$ cat config.mk
export PLATFORM = sky130hd
export DESIGN_NAME = reg_file_sb
export DESIGN_NICKNAME = d
export VERILOG_FILES = /design/src/rtl/reg_file_pkg.sv /design/src/rtl/reg_file_sb_branch_cmp.sv /design/src/rtl/reg_file_sb.sv
export SDC_FILE = /design/constraint.sdc
export NUM_CORES = 2
export LEC_CHECK = 0
export BUFFER_PORTS_ARGS = -buffer_cell sky130_fd_sc_hd__buf_2
export CORE_MARGIN = 4
export CORE_UTILIZATION = 60
export DETAILED_ROUTE_END_ITERATION = 16
export GPL_ROUTABILITY_DRIVEN = 0
export HOLD_SLACK_MARGIN = 0.15
export PLACE_DENSITY = 0.77
export SLEW_MARGIN = 15
export SYNTH_ARGS = -nofsm -noshare
export SYNTH_HDL_FRONTEND = slang
export SYNTH_HIERARCHICAL = 1
export SYNTH_SLANG_ARGS = --single-unit
$ cat constraint.sdc
create_clock -name clk -period 11.2 [get_ports clk]
set_input_delay 1.12 -clock clk [delete_from_list [all_inputs] [get_ports clk]]
set_output_delay 1.12 -clock clk [all_outputs]
set_load 0.005 [all_outputs]
$ cat src/rtl/reg_file_pkg.sv
// Shared types and constants for the decode-stage register file and its branch comparator.
package reg_file_pkg;

    localparam int                    SB_CNT_W   = 2;
    localparam logic [SB_CNT_W-1:0]   SB_CNT_MAX = 2'd3;

    typedef enum logic [2:0] {
        CMP_EQ  = 3'd0,
        CMP_NE  = 3'd1,
        CMP_LT  = 3'd2,
        CMP_GE  = 3'd3,
        CMP_LTU = 3'd4,
        CMP_GEU = 3'd5,
        CMP_LTZ = 3'd6,
        CMP_GEZ = 3'd7
    } cmp_mode_e;

    // Zero-against-operand modes only look at operand A.
    function automatic logic cmp_uses_b(input cmp_mode_e mode);
        return !((mode == CMP_LTZ) || (mode == CMP_GEZ));
    endfunction

endpackage

$ cat src/rtl/reg_file_sb_branch_cmp.sv
// Combinational branch comparator; shared with the EX-stage branch unit.
module branch_cmp
    import reg_file_pkg::*;
#(
    parameter int DATA_W = 32
) (
    input  logic [DATA_W-1:0] a,
    input  logic [DATA_W-1:0] b,
    input  cmp_mode_e         cmp_mode,
    output logic              cmp_out
);

    logic lt_s_s;
    logic lt_u_s;
    logic eq_s;

    assign lt_s_s = ($signed(a) < $signed(b));
    assign lt_u_s = (a < b);
    assign eq_s   = (a == b);

    // Mode decode of the shared compare results.
    always_comb begin
        cmp_out = 1'b0;
        case (cmp_mode)
            CMP_EQ:  cmp_out = eq_s;
            CMP_NE:  cmp_out = !eq_s;
            CMP_LT:  cmp_out = lt_s_s;
            CMP_GE:  cmp_out = !lt_s_s;
            CMP_LTU: cmp_out = lt_u_s;
            CMP_GEU: cmp_out = !lt_u_s;
            CMP_LTZ: cmp_out = a[DATA_W-1];
            CMP_GEZ: cmp_out = !a[DATA_W-1];
            default: cmp_out = 1'b0;
        endcase
    end

endmodule

$ cat src/rtl/reg_file_sb.sv
// Multi-port register file with write bypass, per-register pending-write scoreboard
// and an early branch comparator on read ports 0 and 1.
module reg_file_sb
    import reg_file_pkg::*;
#(
    parameter  int DATA_W   = 32,
    parameter  int NUM_REGS = 32,
    parameter  int NUM_RD   = 2,
    parameter  int BYPASS   = 1,
    localparam int ADDR_W   = $clog2(NUM_REGS)
) (
    input  logic                          clk,
    input  logic                          rst,
    input  logic [NUM_RD-1:0][ADDR_W-1:0] rd_addr,
    output logic [NUM_RD-1:0][DATA_W-1:0] rd_data,
    input  logic                          wr_en,
    input  logic [ADDR_W-1:0]             wr_addr,
    input  logic [DATA_W-1:0]             wr_data,
    input  logic                          issue_en,
    input  logic [ADDR_W-1:0]             issue_addr,
    output logic [NUM_RD-1:0]             pending,
    input  cmp_mode_e                     cmp_mode,
    output logic                          cmp_out,
    output logic                          cmp_valid,
    output logic                          sb_err
);

    logic [DATA_W-1:0]   regs_q [NUM_REGS];
    logic [DATA_W-1:0]   regs_d [NUM_REGS];
    logic [SB_CNT_W-1:0] cnt_q  [NUM_REGS];
    logic [SB_CNT_W-1:0] cnt_d  [NUM_REGS];
    logic                sb_err_q;
    logic                sb_err_d;

    logic                wr_store_s;
    logic                wr_fwd_s;

    // Writes to r0 never land; forwarding is suppressed while reset is applied.
    assign wr_store_s = wr_en && (wr_addr != {ADDR_W{1'b0}});
    assign wr_fwd_s   = (BYPASS != 0) && wr_en && !rst;

    // Next-state register contents.
    always_comb begin
        regs_d[0] = {DATA_W{1'b0}};
        for (int r = 1; r < NUM_REGS; r++) begin
            regs_d[r] = (wr_store_s && (wr_addr == ADDR_W'(r))) ? wr_data : regs_q[r];
        end
    end

    // Scoreboard counters: issue increments, writeback decrements, both cancel.
    always_comb begin
        logic inc_s;
        logic dec_s;
        inc_s     = 1'b0;
        dec_s     = 1'b0;
        sb_err_d  = sb_err_q;
        cnt_d[0]  = {SB_CNT_W{1'b0}};
        for (int r = 1; r < NUM_REGS; r++) begin
            inc_s    = issue_en && (issue_addr == ADDR_W'(r));
            dec_s    = wr_en && (wr_addr == ADDR_W'(r));
            cnt_d[r] = cnt_q[r];
            case ({inc_s, dec_s})
                2'b10: begin
                    if (cnt_q[r] == SB_CNT_MAX) begin
                        sb_err_d = 1'b1;
                    end else begin
                        cnt_d[r] = cnt_q[r] + 2'd1;
                    end
                end
                2'b01: begin
                    if (cnt_q[r] == 2'd0) begin
                        sb_err_d = 1'b1;
                    end else begin
                        cnt_d[r] = cnt_q[r] - 2'd1;
                    end
                end
                default: cnt_d[r] = cnt_q[r];
            endcase
        end
    end

    // State update with synchronous reset.
    always_ff @(posedge clk) begin
        if (rst) begin
            for (int r = 0; r < NUM_REGS; r++) begin
                regs_q[r] <= {DATA_W{1'b0}};
                cnt_q[r]  <= {SB_CNT_W{1'b0}};
            end
            sb_err_q <= 1'b0;
        end else begin
            for (int r = 0; r < NUM_REGS; r++) begin
                regs_q[r] <= regs_d[r];
                cnt_q[r]  <= cnt_d[r];
            end
            sb_err_q <= sb_err_d;
        end
    end

    // Read ports: r0 reads zero, forwarding beats storage, and the last
    // outstanding write stops being pending once it is forwarded.
    always_comb begin
        logic                hit_s;
        logic [SB_CNT_W-1:0] cnt_s;
        hit_s = 1'b0;
        cnt_s = {SB_CNT_W{1'b0}};
        for (int i = 0; i < NUM_RD; i++) begin
            hit_s = wr_fwd_s && (wr_addr == rd_addr[i]);
            cnt_s = cnt_q[rd_addr[i]];
            if (rd_addr[i] == {ADDR_W{1'b0}}) begin
                rd_data[i] = {DATA_W{1'b0}};
            end else if (hit_s) begin
                rd_data[i] = wr_data;
            end else begin
                rd_data[i] = regs_q[rd_addr[i]];
            end
            pending[i] = (cnt_s != 2'd0) && !(hit_s && (cnt_s == 2'd1));
        end
    end

    branch_cmp #(
        .DATA_W   (DATA_W)
    ) u_branch_cmp (
        .a        (rd_data[0]),
        .b        (rd_data[1]),
        .cmp_mode (cmp_mode),
        .cmp_out  (cmp_out)
    );

    assign cmp_valid = !pending[0] && (!cmp_uses_b(cmp_mode) || !pending[1]);
    assign sb_err    = sb_err_q;

endmodule

After elaboration in Yosys (flattened, before gate mapping) --
Memories as Yosys holds them, arrays and structs flattened. Cells that the tools add are included.
Word-level totals: input bits 59, RAM bits 1088, output and inout port bits 69, flip-flop bits (word level) 1, logic and storage cells 799, memories kept 2
Memory list:
- regs_q | depth 32, bits a word 32, read ports 2, clocked after memory_dff 0, write ports 32, line reg_file_sb.sv:28 | logic [DATA_W-1:0] regs_q [NUM_REGS];
- cnt_q | depth 32, bits a word 2, read ports 33, clocked after memory_dff 0, write ports 32, line reg_file_sb.sv:30 | logic [SB_CNT_W-1:0] cnt_q [NUM_REGS];
Cells by class: eq/ne operators 198, $add $sub $neg 62, muxes and demuxes 289, bitwise logic cells 64, reduce and logical (&&, ||, !) cells 181, $lt $le $gt $ge 2
Operators by type and width (number):
- 32-bit two-way mux | 67
- 2-bit two-way mux | 94
- 5-bit equality test, second input constant | 32
- 2-bit equality test, second input constant | 62
- 2-bit case mux with 2 select lines | 31
- 1-bit logical AND | 102
- 5-bit by 4-bit equality test with 1-bit output, second input constant | 16
- 2-bit by 1-bit equality test with 1-bit output, second input constant | 33
- 1-bit two-way mux | 65
- 32-bit < comparator | 2
- 1-bit OR | 64
- 2-bit by 1-bit adder with 2-bit output, second input constant | 31
- 2-bit logical NOT | 31
- 1-bit case mux with 2 select lines | 31
- 2-bit AND reduction | 31
- 2-bit by 1-bit subtractor with 2-bit output, second input constant | 31
- 5-bit by 3-bit equality test with 1-bit output, second input constant | 8
- 32-bit equality test | 1
- 1-bit != test, second input constant | 31
- 5-bit by 2-bit equality test with 1-bit output, second input constant | 4
- 3-bit equality test, second input constant | 4
- 5-bit by 1-bit equality test with 1-bit output, second input constant | 2
- 5-bit equality test | 2
- 5-bit logical NOT | 2
- other kinds (8) | 19

Depth between registers and ports, before layout --
depth in word-level cells 64, mapped depth 19, depth with buffers taken out 14

Cells and area by module --
Netlist, hierarchy kept.
By module, submodules not included:
- reg_file_sb | area each 55971.2 um^2, seq. area each 31049.8 um^2, times used 1, cells an instance 3877
- branch_cmp | area each 899.6 um^2, seq. area each 0.0 um^2, times used 1, cells an instance 123

Worst setup path after synthesis --
No wires, ideal clock.
path type input to output, start in rd_addr[6] in the netlist's numbering, end out cmp_out, cell stages on the path 16, data arrival time 4.781 ns, required time 10.080 ns, buffers on the path 3, slack 5.299 ns, path through buf_2 buf_2 buf_1 mux4_2 mux4_2 a32oi_1 nand2_1 inv_1 ha_1 a21o_1 nand3_2 a211oi_1 or4b_1 a21oi_2 xor3_1 a221oi_2
RTL lines:
- start: declaration | line reg_file_sb.sv:14 | input logic [NUM_RD-1:0][ADDR_W-1:0] rd_addr,
- end: declaration | line reg_file_sb.sv:23 | output logic cmp_out,

Worst setup path in the final report --
start in rd_addr[8] in the netlist's numbering, end out cmp_out
Between the ends: cells in the longest elaborated chain, start to end 7, elaborated cells between the ends (all ways) 13, those cells by class order compare (2); eq/ne (2); mux (3); reduce/logical (5); memory (1)
RTL lines:
- parallel branches: the longest is 3 deep, another holds memory read 32 x 32 bit
- 32-bit two-way mux (*) | line reg_file_sb.sv:109 | if (rd_addr[i] == {ADDR_W{1'b0}}) begin
- 32-bit < comparator (tied with other cells) | line reg_file_sb_branch_cmp.sv:18 | assign lt_u_s = (a < b);
- 1-bit logical NOT, on equally long branches | line reg_file_sb_branch_cmp.sv:30, reg_file_sb_branch_cmp.sv:26, reg_file_sb_branch_cmp.sv:28
- 1-bit case mux with 8 select lines (*) | line reg_file_sb_branch_cmp.sv:24 | case (cmp_mode)
Every way passes the cells marked *.

==> metrics.md <==
| Metric | Value |
|---|---|
| Outcome | complete, no violations |
| Worst r2r dst | sb_err$_SDFF_PP0_ |
| TritonCTS clock tree | built |
| Worst EP arrival | roughly 7 ns |
| Reg clk slew, reported paths | 0.06 ns |
| Critical path class | input pin to output port |
| Initial antenna violation count | 10 |
| Final Hold Viols | 0 |
| Drt pass-1 iters | 6 |
| Period minus WS final | roughly 8.3 ns |
| Hold_sp | cnt_q[5][1]$_SDFFE_PP0P_ |
| Worst Setup SP | rd_addr[8] |
| Hold_buf cts | 0 |
| Slew Viols, Final | 0 |
| Largest net degree at the start of global routing | 99 |
| Post-route insts no fill | around 5,300 |
| CP max stage delay | ~0.73 ns |
| Comb power frac | 14.2% |
| Static leakage | approximately 22 nW |
| Via count | 39,330 |
| Synth Register Bits | 1,055 |
| Netlist cell types | 60 |
| Net Count, Synth | 4,153 |
| Switching power | about 0.0026 W |
| Post-route core utilization | approximately 66% |
| Netlist area before placement | 56,870 um2 |
| Yosys warning count | 6 |
| Flop2flop setup slack | ~9.2 ns |
| IO Count | ~130 |
| Num CTS Buffers | approximately 110 |
| Post-route ant nets | 0 |
| DP HPWL | roughly 110 mm |
| Final period utilization | about three quarters |
| Total power | between 0.009 and 0.01 W |
| Max FO, Critical Path | 30 |
| Hold path depth | 2 |
| Max transition margin | 23.73% |
| Launching point of the worst reg2reg path | cnt_q[2][0]$_SDFFE_PP0P_ |
| RSZ-0062 raised after global routing | no |
| Buffer count from post-CTS setup fixing | 0 |
| Port Buf Inserts | about 130 |
| H-tree depth | 3 |
| Fin nets | 4,120 |
| Share of cells above drive strength 1 | between 20% and 30% |
| Crit path cell chain | buf_2, xor2_1, nor3_1, and3_2, buf_4, a2111oi_0, a2111oi_0, inv_1, ha_1, nand4_1, or3_1, a21oi_1, or4b_1, a21oi_2, xor3_1, a221oi_2, buf_2 |
| Vias in the first global route | approximately 38,000 |
| Number of synthesized flops with an enable pin | between 900 and 1,000 |
| Clk sink count | 1,055 |
| Max_cap viols | 0 |
| Seq pwr share | a little under half |
| Final WL | 183.7 mm |
| Pwr/cell area | ~160 nW/um2 |
| Total gr overflow | 0 |
| Critical path launch point type | input pin |
| Die X | about 320 um |
| FF-to-FF path depth | 5 |
| Setup TNS | 0 ns |
| Fillcell total | around 6,400 |
| Worst-margin pin slew | roughly 1.1 ns |
| Hold Crit Class | flop to flop |
| Hold Crit Endpoint | cnt_q[5][0]$_SDFFE_PP0P_ |
| Sequential-to-total area share from yosys stat | a little over half |
| Synthesized instance count | ~4,000 |
| Asr flop ratio synth | 0% |
| WP data required | 10.08 ns |
| Area grow syn2layout | 9.221% |
| First-pass GRT wire length | approximately 260 mm |
| Clock share of power | between 30% and 40% |
| Area of the core | approximately 94,000 um2 |
| Worst-skew pair later-pin latency | ~0.7 ns |
| Internal power | 0.007296 W |
| Gr usage total | around 37% |
| # rows | about 110 |
| Placed insts | between 5,000 and 6,000 |
| Top_reg_cell synth | edfxtp_1 |
| Critical Path End Type | output port |
| Initial drt markers | between 6,000 and 7,000 |
| Die height | 315.9 um |
| Fin Clk Skew | about 0.028 ns |
| Fin Hold WS | approximately 0.55 ns |
| Resized cells post-CTS | 0 |
| Post-Syn Area per Cell | approximately 14 um2 |
| Clock root buffer | clkbuf_16 |
| Clock buffer depth | 3 |
| Routed vias/inst | approximately 7.4 |
| Critical-path top delay cell | buf_2 |
| Setup-failing EPs final | 0 |
| Sw Ratio | around 26% |
| Max Clk Rate | about 120 MHz |
| Die area | between 90,000 and 100,000 um2 |
| Peak supply drop | ~0.00016 V |
| DRC viols | 0 |
| Initial Util | about 61% |
| WL/cell | between 30 and 40 um |
per-layer routing:
layer  GRT usage, %  up-vias  routed length [um]
li1               -    15380                   -
met1          47.88    19490               59620
met2          54.93     3690               81720
met3          12.15      762               29410
met4          21.57        6               12880
met5              0        -                  41
metrics by stage:
| step | cell area [um2] | setup WS [ns] |
|---|---|---|
| finish | 62110 | 2.921 |
| floorplan | 56870 | 5.299 |
| CTS | 62100 | 3.204 |
| global placement | 58440 | 3.183 |
| global route | 62110 | 2.801 |
| detailed placement | 58440 | 3.218 |
critical path: cells and delay by family:
family	cells	cell delay, ns
AOI/OAI and AO/OA	5	1.59
xor gates and xnor gates	2	0.41
adders and majority gates	1	0.33
buffers and inverters	4	1.62
and+or+nand+nor	5	2.06
how the worst max path moves through the flow:
stage,end,slack (ns)
after floorplan,cmp_out,5.30
after detailed placement,cmp_out,3.22
final,cmp_out,2.92
after global routing,cmp_out,2.80
after CTS,cmp_out,3.20
after global placement,cmp_out,3.18
registers in the layout (all words and copies together), names as in the netlist:
| register | cells |
|---|---|
| regs_q | 992 |
| sb_err | 1 |
| cnt_q | 62 |
cell type report:
type                       count  area, um2  area share, %
sequential                  1055      31050          49.99
multi-input combinational   2422      23730          38.20
clock buffer                 118       2783          4.480
tap                         1254       1569          2.526
timing repair buffer         226       1516          2.441
clock inverter                84      873.3          1.406
inverter                     154      580.6         0.9347
antenna                        7      17.52        0.02820
power by group through the flow:
stage	logic (W)	registers (W)	clock network, W
2_1_floorplan	0.000897	0.00474	0
3_3_place_gp	0.00134	0.00477	0
3_5_place_dp	0.00135	0.00479	0
4_1_cts	0.00136	0.00471	0.00373
5_1_grt	0.00145	0.00474	0.00391
6_report	0.00140	0.00472	0.00373
Yosys cell counts, types with 48 or more instances:
| cell type | number | area share [%] |
|---|---|---|
| edfxtp_1 | 992 | 52 |
| nor2_1 | 673 | 4.4 |
| mux4_2 | 516 | 20 |
| clkbuf_1 | 188 | 1.2 |
| mux2i_1 | 170 | 3.0 |
| inv_1 | 152 | 1.0 |
| nand2_1 | 130 | 0.86 |
| ha_1 | 94 | 2.1 |
| nand2b_1 | 91 | 1.0 |
| mux2_2 | 90 | 1.8 |
| a21oi_1 | 84 | 0.74 |
| nand3_1 | 83 | 0.73 |
| buf_2 | 75 | 0.66 |
| dfxtp_1 | 63 | 2.2 |
| nor2b_1 | 55 | 0.61 |
| buf_4 | 49 | 0.65 |
| o21ai_0 | 49 | 0.43 |
| buf_1 | 48 | 0.32 |
placed cells by master, fill, tap and decap left out, types with 17 or more instances in the layout:
cell       synthesis  routed
ha_1              94      94
clkinv_1           0      18
nand2_2            0      17
clkbuf_16          0     110
mux2_2            90      90
mux2i_1          170     170
buf_2             75     118
nand3b_1          18      18
nand2_1          130     113
buf_4             49      96
mux4_2           516     516
inv_1            152     152
a2111oi_0         37      36
a22o_1            29      29
nor2b_1           55      53
nand2b_1          91      63
nand2b_2           0      24
nand3_1           83      82
edfxtp_1         992     992
clkinv_2           0      28
a221oi_1          40      40
nor3_1            46      46
nor2_1           673     673
o21ai_0           49      49
o211ai_1          18      18
dfxtp_1           63      63
a21oi_1           84      84
xor2_1            31      31
a211oi_1          35      35
cell families after synthesis:
group / Yosys count / share of synthesized area, %
flops: 1055 / 54.60
xor+xnor: 38 / 0.6116
compound gates: 359 / 4.471
fa+ha+maj: 94 / 2.068
buf+inv: 523 / 4.026
simple gates: 1155 / 9.018
mux: 776 / 25.21
No activity file was read; power rests on OpenSTA's default activity.
